<file path="src/rtl/arg_frame_collector.sv">
// arg_frame_collector: gathers a framed run of arguments (arg_last marks the
//   final one), sums them modulo 2^W and reports sum, arity error and count.
// Latency: res_valid rises on the clock edge that accepts the arg_last beat.
// Backpressure: arg_ready drops for the whole RESULT phase; the result is held
//   stable until res_ready is seen, so frames never overlap.
//
// Ports:
//   clk, rst                 - clock, asynchronous active-high reset
//   arg_valid/arg_ready      - argument handshake (arg_ready is state-only)
//   arg_data, arg_last       - argument value and end-of-frame marker
//   res_valid/res_ready      - result handshake (res_valid is state-only)
//   res_data                 - frame sum, forced to 0 on arity error
//   res_err                  - frame length differed from ARITY
//   res_count                - arguments in the frame, saturating at 15
module arg_frame_collector #(
  parameter int ARITY = 2,
  parameter int W     = 8
) (
  input  logic         clk,
  input  logic         rst,
  input  logic         arg_valid,
  output logic         arg_ready,
  input  logic [W-1:0] arg_data,
  input  logic         arg_last,
  output logic         res_valid,
  input  logic         res_ready,
  output logic [W-1:0] res_data,
  output logic         res_err,
  output logic [3:0]   res_count
);

  localparam logic [3:0] ARITY_CNT = 4'(ARITY);
  localparam logic [3:0] CNT_MAX   = 4'd15;

  typedef enum logic [1:0] {
    IDLE    = 2'd0,
    COLLECT = 2'd1,
    RESULT  = 2'd2
  } state_t;

  state_t       state_q, state_d;
  logic [W-1:0] acc_q, acc_d;
  logic [3:0]   cnt_q, cnt_d;
  // Set once the true frame length has run past 15, so that a saturated count
  // that happens to equal ARITY is still reported as an arity error.
  logic         ovf_q, ovf_d;
  logic [W-1:0] res_data_q, res_data_d;
  logic         res_err_q, res_err_d;
  logic [3:0]   res_count_q, res_count_d;

  // Candidate accumulator/count values if the offered argument is accepted.
  logic         accept;
  logic         first;
  logic [W-1:0] acc_nxt;
  logic [3:0]   cnt_nxt;
  logic         ovf_nxt;
  logic         len_err;

  always_comb begin
    arg_ready = (state_q != RESULT);
    res_valid = (state_q == RESULT);
    accept    = arg_valid && arg_ready;
    first     = (state_q == IDLE);

    acc_nxt   = first ? arg_data : acc_q + arg_data;
    cnt_nxt   = first ? 4'd1 : ((cnt_q == CNT_MAX) ? CNT_MAX : cnt_q + 4'd1);
    ovf_nxt   = first ? 1'b0 : (ovf_q || (cnt_q == CNT_MAX));
    len_err   = ovf_nxt || (cnt_nxt != ARITY_CNT);
  end

  always_comb begin
    state_d     = state_q;
    acc_d       = acc_q;
    cnt_d       = cnt_q;
    ovf_d       = ovf_q;
    res_data_d  = res_data_q;
    res_err_d   = res_err_q;
    res_count_d = res_count_q;

    case (state_q)
      IDLE, COLLECT: begin
        if (accept) begin
          acc_d = acc_nxt;
          cnt_d = cnt_nxt;
          ovf_d = ovf_nxt;
          if (arg_last) begin
            state_d     = RESULT;
            res_err_d   = len_err;
            res_data_d  = len_err ? '0 : acc_nxt;
            res_count_d = cnt_nxt;
          end else begin
            state_d = COLLECT;
          end
        end
      end
      RESULT: begin
        // Result registers only change on consumption, keeping them stable
        // under backpressure.
        if (res_ready) begin
          state_d     = IDLE;
          acc_d       = '0;
          cnt_d       = '0;
          ovf_d       = 1'b0;
          res_data_d  = '0;
          res_err_d   = 1'b0;
          res_count_d = '0;
        end
      end
      default: begin
        state_d = IDLE;
      end
    endcase
  end

  always_ff @(posedge clk or posedge rst) begin
    if (rst) begin
      state_q     <= IDLE;
      acc_q       <= '0;
      cnt_q       <= '0;
      ovf_q       <= 1'b0;
      res_data_q  <= '0;
      res_err_q   <= 1'b0;
      res_count_q <= '0;
    end else begin
      state_q     <= state_d;
      acc_q       <= acc_d;
      cnt_q       <= cnt_d;
      ovf_q       <= ovf_d;
      res_data_q  <= res_data_d;
      res_err_q   <= res_err_d;
      res_count_q <= res_count_d;
    end
  end

  assign res_data  = res_data_q;
  assign res_err   = res_err_q;
  assign res_count = res_count_q;

endmodule

</file>
<file path="config.mk">
export PLATFORM = sky130hd
export DESIGN_NAME = arg_frame_collector
export DESIGN_NICKNAME = d
export VERILOG_FILES = /design/src/rtl/arg_frame_collector.sv
export SDC_FILE = /design/constraint.sdc
export NUM_CORES = 1
export LEC_CHECK = 0
export CAP_MARGIN = 5
export CORE_MARGIN = 4
export CORE_UTILIZATION = 46
export CTS_CLUSTER_SIZE = 20
export DETAILED_ROUTE_END_ITERATION = 8
export PLACE_DENSITY = 0.86
export SLEW_MARGIN = 10
export SYNTH_ARGS = -nofsm -noshare
export SYNTH_HDL_FRONTEND = slang
export SYNTH_SLANG_ARGS = --single-unit
</file>
<file path="constraint.sdc">
create_clock -name clk -period 1.9 [get_ports clk]
set_clock_uncertainty 0.15 [all_clocks]
set_input_delay 0.285 -clock clk [delete_from_list [all_inputs] [get_ports clk]]
set_output_delay 0.285 -clock clk [all_outputs]
set_load 0.01 [all_outputs]
</file>
Word-level counts from Yosys, hierarchy flattened
Index checks and enable logic that the tools add are counted.
{"block": "word_totals", "register_bits": 28, "input_bits": 13, "out_inout_bits": 15, "elab_cells": 53}
{"block": "op_classes", "n_addsub": 2, "n_eq_ne": 8, "muxes": 27, "n_reduce_logical": 9}
{"op": "$mux W8", "n": 6}
{"op": "$pmux W8 S2", "n": 2}
{"op": "$mux W4", "n": 6}
{"op": "$pmux W4 S2", "n": 2}
{"op": "$add A8 B8 Y8", "n": 1}
{"op": "$mux W2", "n": 3}
{"op": "$ne A2 B2 Y1 const B", "n": 3}
{"op": "$mux W1", "n": 5}
{"op": "$add A4 B1 Y4 const B", "n": 1}
{"op": "$eq A4 B4 Y1 const B", "n": 1}
{"op": "$ne A4 B2 Y1 const B", "n": 1}
{"op": "$pmux W1 S2", "n": 2}
{"op": "$pmux W2 S2", "n": 1}
{"op": "$reduce_and A4 Y1", "n": 1}
{"op": "$reduce_and A3 Y1", "n": 1}
{"op": "$eq A2 B1 Y1 const B", "n": 1}
{"op": "$eq A2 B2 Y1 const B", "n": 1}
{"op": "$logic_not A2 Y1", "n": 1}
{"op": "$logic_or A1 B1 Y1", "n": 2}
{"op": "$ne A2 B1 Y1 const B", "n": 1}
{"op": "$reduce_and A2 Y1", "n": 1}
{"op": "$reduce_bool A2 Y1", "n": 1}
{"op": "$reduce_or A2 Y1", "n": 1}
{"op": "$logic_and A1 B1 Y1", "n": 1}

Depth between registers and ports, before layout
{"block": "depth", "depth_word": 9, "mapped_depth": 9, "ltp_nobuf": 7}

Worst setup path before layout
Ideal clock, no wire load.
{"block": "synth_timing", "kind": "register -> register", "from": "reg acc_q[0]", "to": "reg res_data_q[6] (netlist: res_data[6])", "setup_time_ps": 95, "arrival_time_ps": 1708, "t_required_ps": 1655, "setup_slack_ps": -54, "path_stages_with_launch": 7, "path_buffers": 0, "synth_period_minus_slack_ps": 1954, "cell_sequence": "dfrtp_1 > ha_1 > fa_1 > a21o_1 > a41oi_1 > xor2_1 > o31ai_1"}
{"block": "synth_between", "elab_chain_len": 6}
{"element": "start: declaration", "line": "42", "text": "logic [W-1:0] acc_q, acc_d;"}
{"element": "start signal: assignment", "line": "118", "text": "acc_q <= '0;"}
{"element": "start signal: assignment", "line": "126", "text": "acc_q <= acc_d;"}
{"element": "$add A8 B8 Y8", "line": "65", "text": "acc_nxt = first ? arg_data : acc_q + arg_data;"}
{"element": "$mux W8", "line": "65"}
{"element": "$mux W8", "line": "89", "text": "res_data_d = len_err ? '0 : acc_nxt;"}
{"element": "$mux W8", "line": "86", "text": "if (arg_last) begin"}
{"element": "$mux W8", "line": "82", "text": "if (accept) begin"}
{"element": "$pmux W8 S2", "line": "80", "text": "case (state_q)"}
{"element": "end signal: assignment", "line": "129", "text": "res_data_q <= res_data_d;"}
{"element": "end: declaration", "line": "47", "text": "logic [W-1:0] res_data_q, res_data_d;"}
Every way passes these cells. The select of a mux whose other input is x is not followed.
A chain may end at the register's enable or synchronous reset.

Worst setup path in the final report
{"block": "layout_timing", "from": "reg acc_q[0]", "to": "reg res_data_q[4] (netlist: res_data[4])"}
The elaborated chain is that of the path after synthesis.

==> reports/results.tsv <==
metric	value	unit
status	complete, but fails checks	
failing checks	negative setup slack	
maxcap violations	0	
Fmax	497	MHz
largest net degree at the start of global routing	29	
Cell variety after synth	47	
clock sink count	28	
initial antenna violation count	0	
fin util	0.665	
Post-Syn Nets	189	
overall routing resource usage	0.190	
Worst-Skew Late Latency	0.34	ns
fin nets	241	
Combinational Power Share	0.497	
final hold violations	0	
Vias/cell	5.56	
switching part of the total	0.360	
Place WS	-0.468	ns
YS warnings	0	
sequential power share	0.338	
final wirelength	4120	µm
Internal Power	0.00155	W
Worst VDD drop	0.000826	V
Placer Congestion	0.824	
wire per inst	15.6	µm
vias post-DR	1467	
Post-synth ARST share	1.00	
Residual DRC	0	
IO Count	28	
Layout area overhead	38.2	%
Die H	67.6	µm
Primary FF master, synth	dfrtp_1	
Root Buffer	clkbuf_4	
grt total ovfl	0	
sequential fraction of the synthesis area	0.429	
Synth top area share	0.429	
Bufs on Longest Clock Path	2	
number of global-route vias before repair	1418	
RSZ-0062 raised after global routing	yes	
CTS tree	built	
post-route cell area	2250	µm²
Post-Syn Instances	167	
cell area after synthesis	1630	µm²
share of cells above drive strength 1	0.239	
post-route minimum period	2.01	ns
core area	3390	µm²
clock network power share	0.165	
Setup CP Type	register to register	
crit path max fanout	3	
sequential cell area	702	µm²
Slew headroom	0.760	
Worst EP required	1.98	ns
met2 WL	1990	µm
CP startpoint kind	register	
First DRT Iteration DRCs	110	
die span in x	67.6	µm
Post-Syn Area per Cell	9.77	µm²
met3 wire len	234	µm
post-route clock period utilization	1.06	
#FFs+latches synth	28	
Synth area leader	dfrtp_1	
Final HPWL DP	2760	µm
Pleak	1.04	nW
P_sw	0.000870	W
site row count	21	
worst reg2reg path depth	7	
placed cell area	2110	µm²
Post-synth EDFFs	0	
Antenna Nets Post-Route	0	
Area contributors post-synth	dfrtp_1 (43%), ha_1 (6.1%), nand2_1 (5.1%), o21ai_0 (4.3%), a21oi_1 (2.8%)	
total CTS buffers	3	
die area	4560	µm²
Power Density	1070	nW/µm²
first-pass GRT wire length	6640	µm
H-tree depth	1	
final slew viol count	0	
wl on met1	1810	µm
setup TNS	-0.332	ns
Initial Util	0.481	
antenna cells	0	
setup violators final	5	
Multi-input gate area	961	µm²
clk slew on worst S/H paths	0.16	ns
worst min path class	input pin to async pin	
CP arrival	2.09	ns
Hold Buf Count CTS	0	
drt pass-1 iters	4	
CP endpoint kind	register	
final worst slack	-0.110	ns
Least-Margin Pin Slew	0.361	ns
top layer in use	met4	
FILL cells	252	
Buffers on Ports	27	
[final timing paths]
path / start / end / slack [ns]
min: rst / acc_q[3]$_DFFE_PP0P_ / 0.14
min in group clk: arg_data[0] / res_data[0]$_DFFE_PP0P_ / 0.24
max in group asynchronous: rst / state_q[1]$_DFFE_PP0P_ / 1.18
max: acc_q[0]$_DFFE_PP0P_ / res_data[4]$_DFFE_PP0P_ / -0.11
min reg2reg: res_count[1]$_DFFE_PP0P_ / res_count[1]$_DFFE_PP0P_ / 0.35
max reg2reg: acc_q[0]$_DFFE_PP0P_ / res_data[4]$_DFFE_PP0P_ / -0.11
[area by class of cell]
type | instances | area share
clock buffer | 3 | 0.00999
clock inverter | 1 | 0.0133
timing repair buffer | 52 | 0.205
inverter | 5 | 0.00832
sequential | 28 | 0.311
tap | 46 | 0.0255
multi-input combinational | 129 | 0.426
[routing by layer]
| layer | track usage | vias up |
|---|---|---|
| met5 | 0 | - |
| met4 | 0.0709 | 0 |
| met3 | 0.0250 | 8 |
| met2 | 0.304 | 56 |
| met1 | 0.260 | 693 |
| li1 | - | 710 |
[critical path, stage by stage (launching register included)]
cell and delay [ns]:
dfrtp_1 0.44, ha_4 0.19, fa_2 0.35, a21o_1 0.22
a21oi_2 0.14, xnor2_1 0.07, a22oi_1 0.23, o21ai_1 0.11
[kinds of logic after synthesis]
kind of cell | share of synthesized area
buf+inv | 0.0284
xor+xnor | 0.0268
compound gates | 0.247
simple gates | 0.195
flops | 0.429
fa+ha+maj | 0.0736
[power groups by stage]
stage                     sequential, W  combinational, W  clock [W]
final                          0.000818           0.00120   0.000400
after global routing           0.000830           0.00132   0.000422
after CTS                      0.000811           0.00112   0.000405
after detailed placement       0.000819           0.00107          0
after global placement         0.000815           0.00104          0
after floorplan                0.000827          0.000650          0
[state kept, by name (all words and copies together), names as in the netlist]
name       cells
acc_q          8
res_count      4
state_q        2
ovf_q          1
res_data       8
res_err        1
cnt_q          4
[metrics by stage]
stage | hold slack, ns | std cells | total power (W)
floorplan | 0.200 | 167 | 0.00148
global placement | 0.310 | 257 | 0.00186
detailed placement | 0.322 | 257 | 0.00189
CTS | 0.150 | 263 | 0.00233
global route | 0.190 | 264 | 0.00258
finish | 0.142 | 264 | 0.00242
[cell usage after synthesis, drive strengths merged, types with 2 or more instances]
| master | n |
|---|---|
| a211o | 2 |
| a21o | 6 |
| a21oi | 13 |
| a22o | 3 |
| a22oi | 5 |
| and3 | 3 |
| buf | 5 |
| dfrtp | 28 |
| ha | 8 |
| inv | 5 |
| nand2 | 23 |
| nand2b | 3 |
| nand3 | 4 |
| nand3b | 4 |
| nor2 | 10 |
| o21ai | 20 |
| xnor2 | 3 |
| xor2 | 2 |
[what timing repair did]
action,in CTS,in global routing
buffers inserted,2,1
endpoints found under the setup margin,7,10
resized for setup,7,7
pin swaps,7,6
[placed cells by master (no fill, tap or decap), types with 2 or more instances in the layout]
| cell | n |
|---|---|
| xnor2_1 | 2 |
| nor2_1 | 9 |
| o21ai_0 | 14 |
| a22oi_1 | 4 |
| buf_4 | 25 |
| ha_1 | 4 |
| ha_4 | 4 |
| clkdlybuf4s50_1 | 22 |
| nand2_1 | 22 |
| inv_1 | 3 |
| a21oi_1 | 8 |
| a21o_1 | 6 |
| and3_1 | 3 |
| clkbuf_4 | 3 |
| a211o_1 | 2 |
| dlymetal6s2s_1 | 3 |
| nand2b_1 | 2 |
| a21oi_2 | 3 |
| dlygate4sd2_1 | 2 |
| a21oi_4 | 2 |
| xor2_1 | 2 |
| dfrtp_1 | 27 |
| nand3b_1 | 3 |
| a22o_1 | 3 |
| o21ai_1 | 6 |
| inv_2 | 2 |
| nand3_1 | 4 |
(Power assumes the default switching activity.)
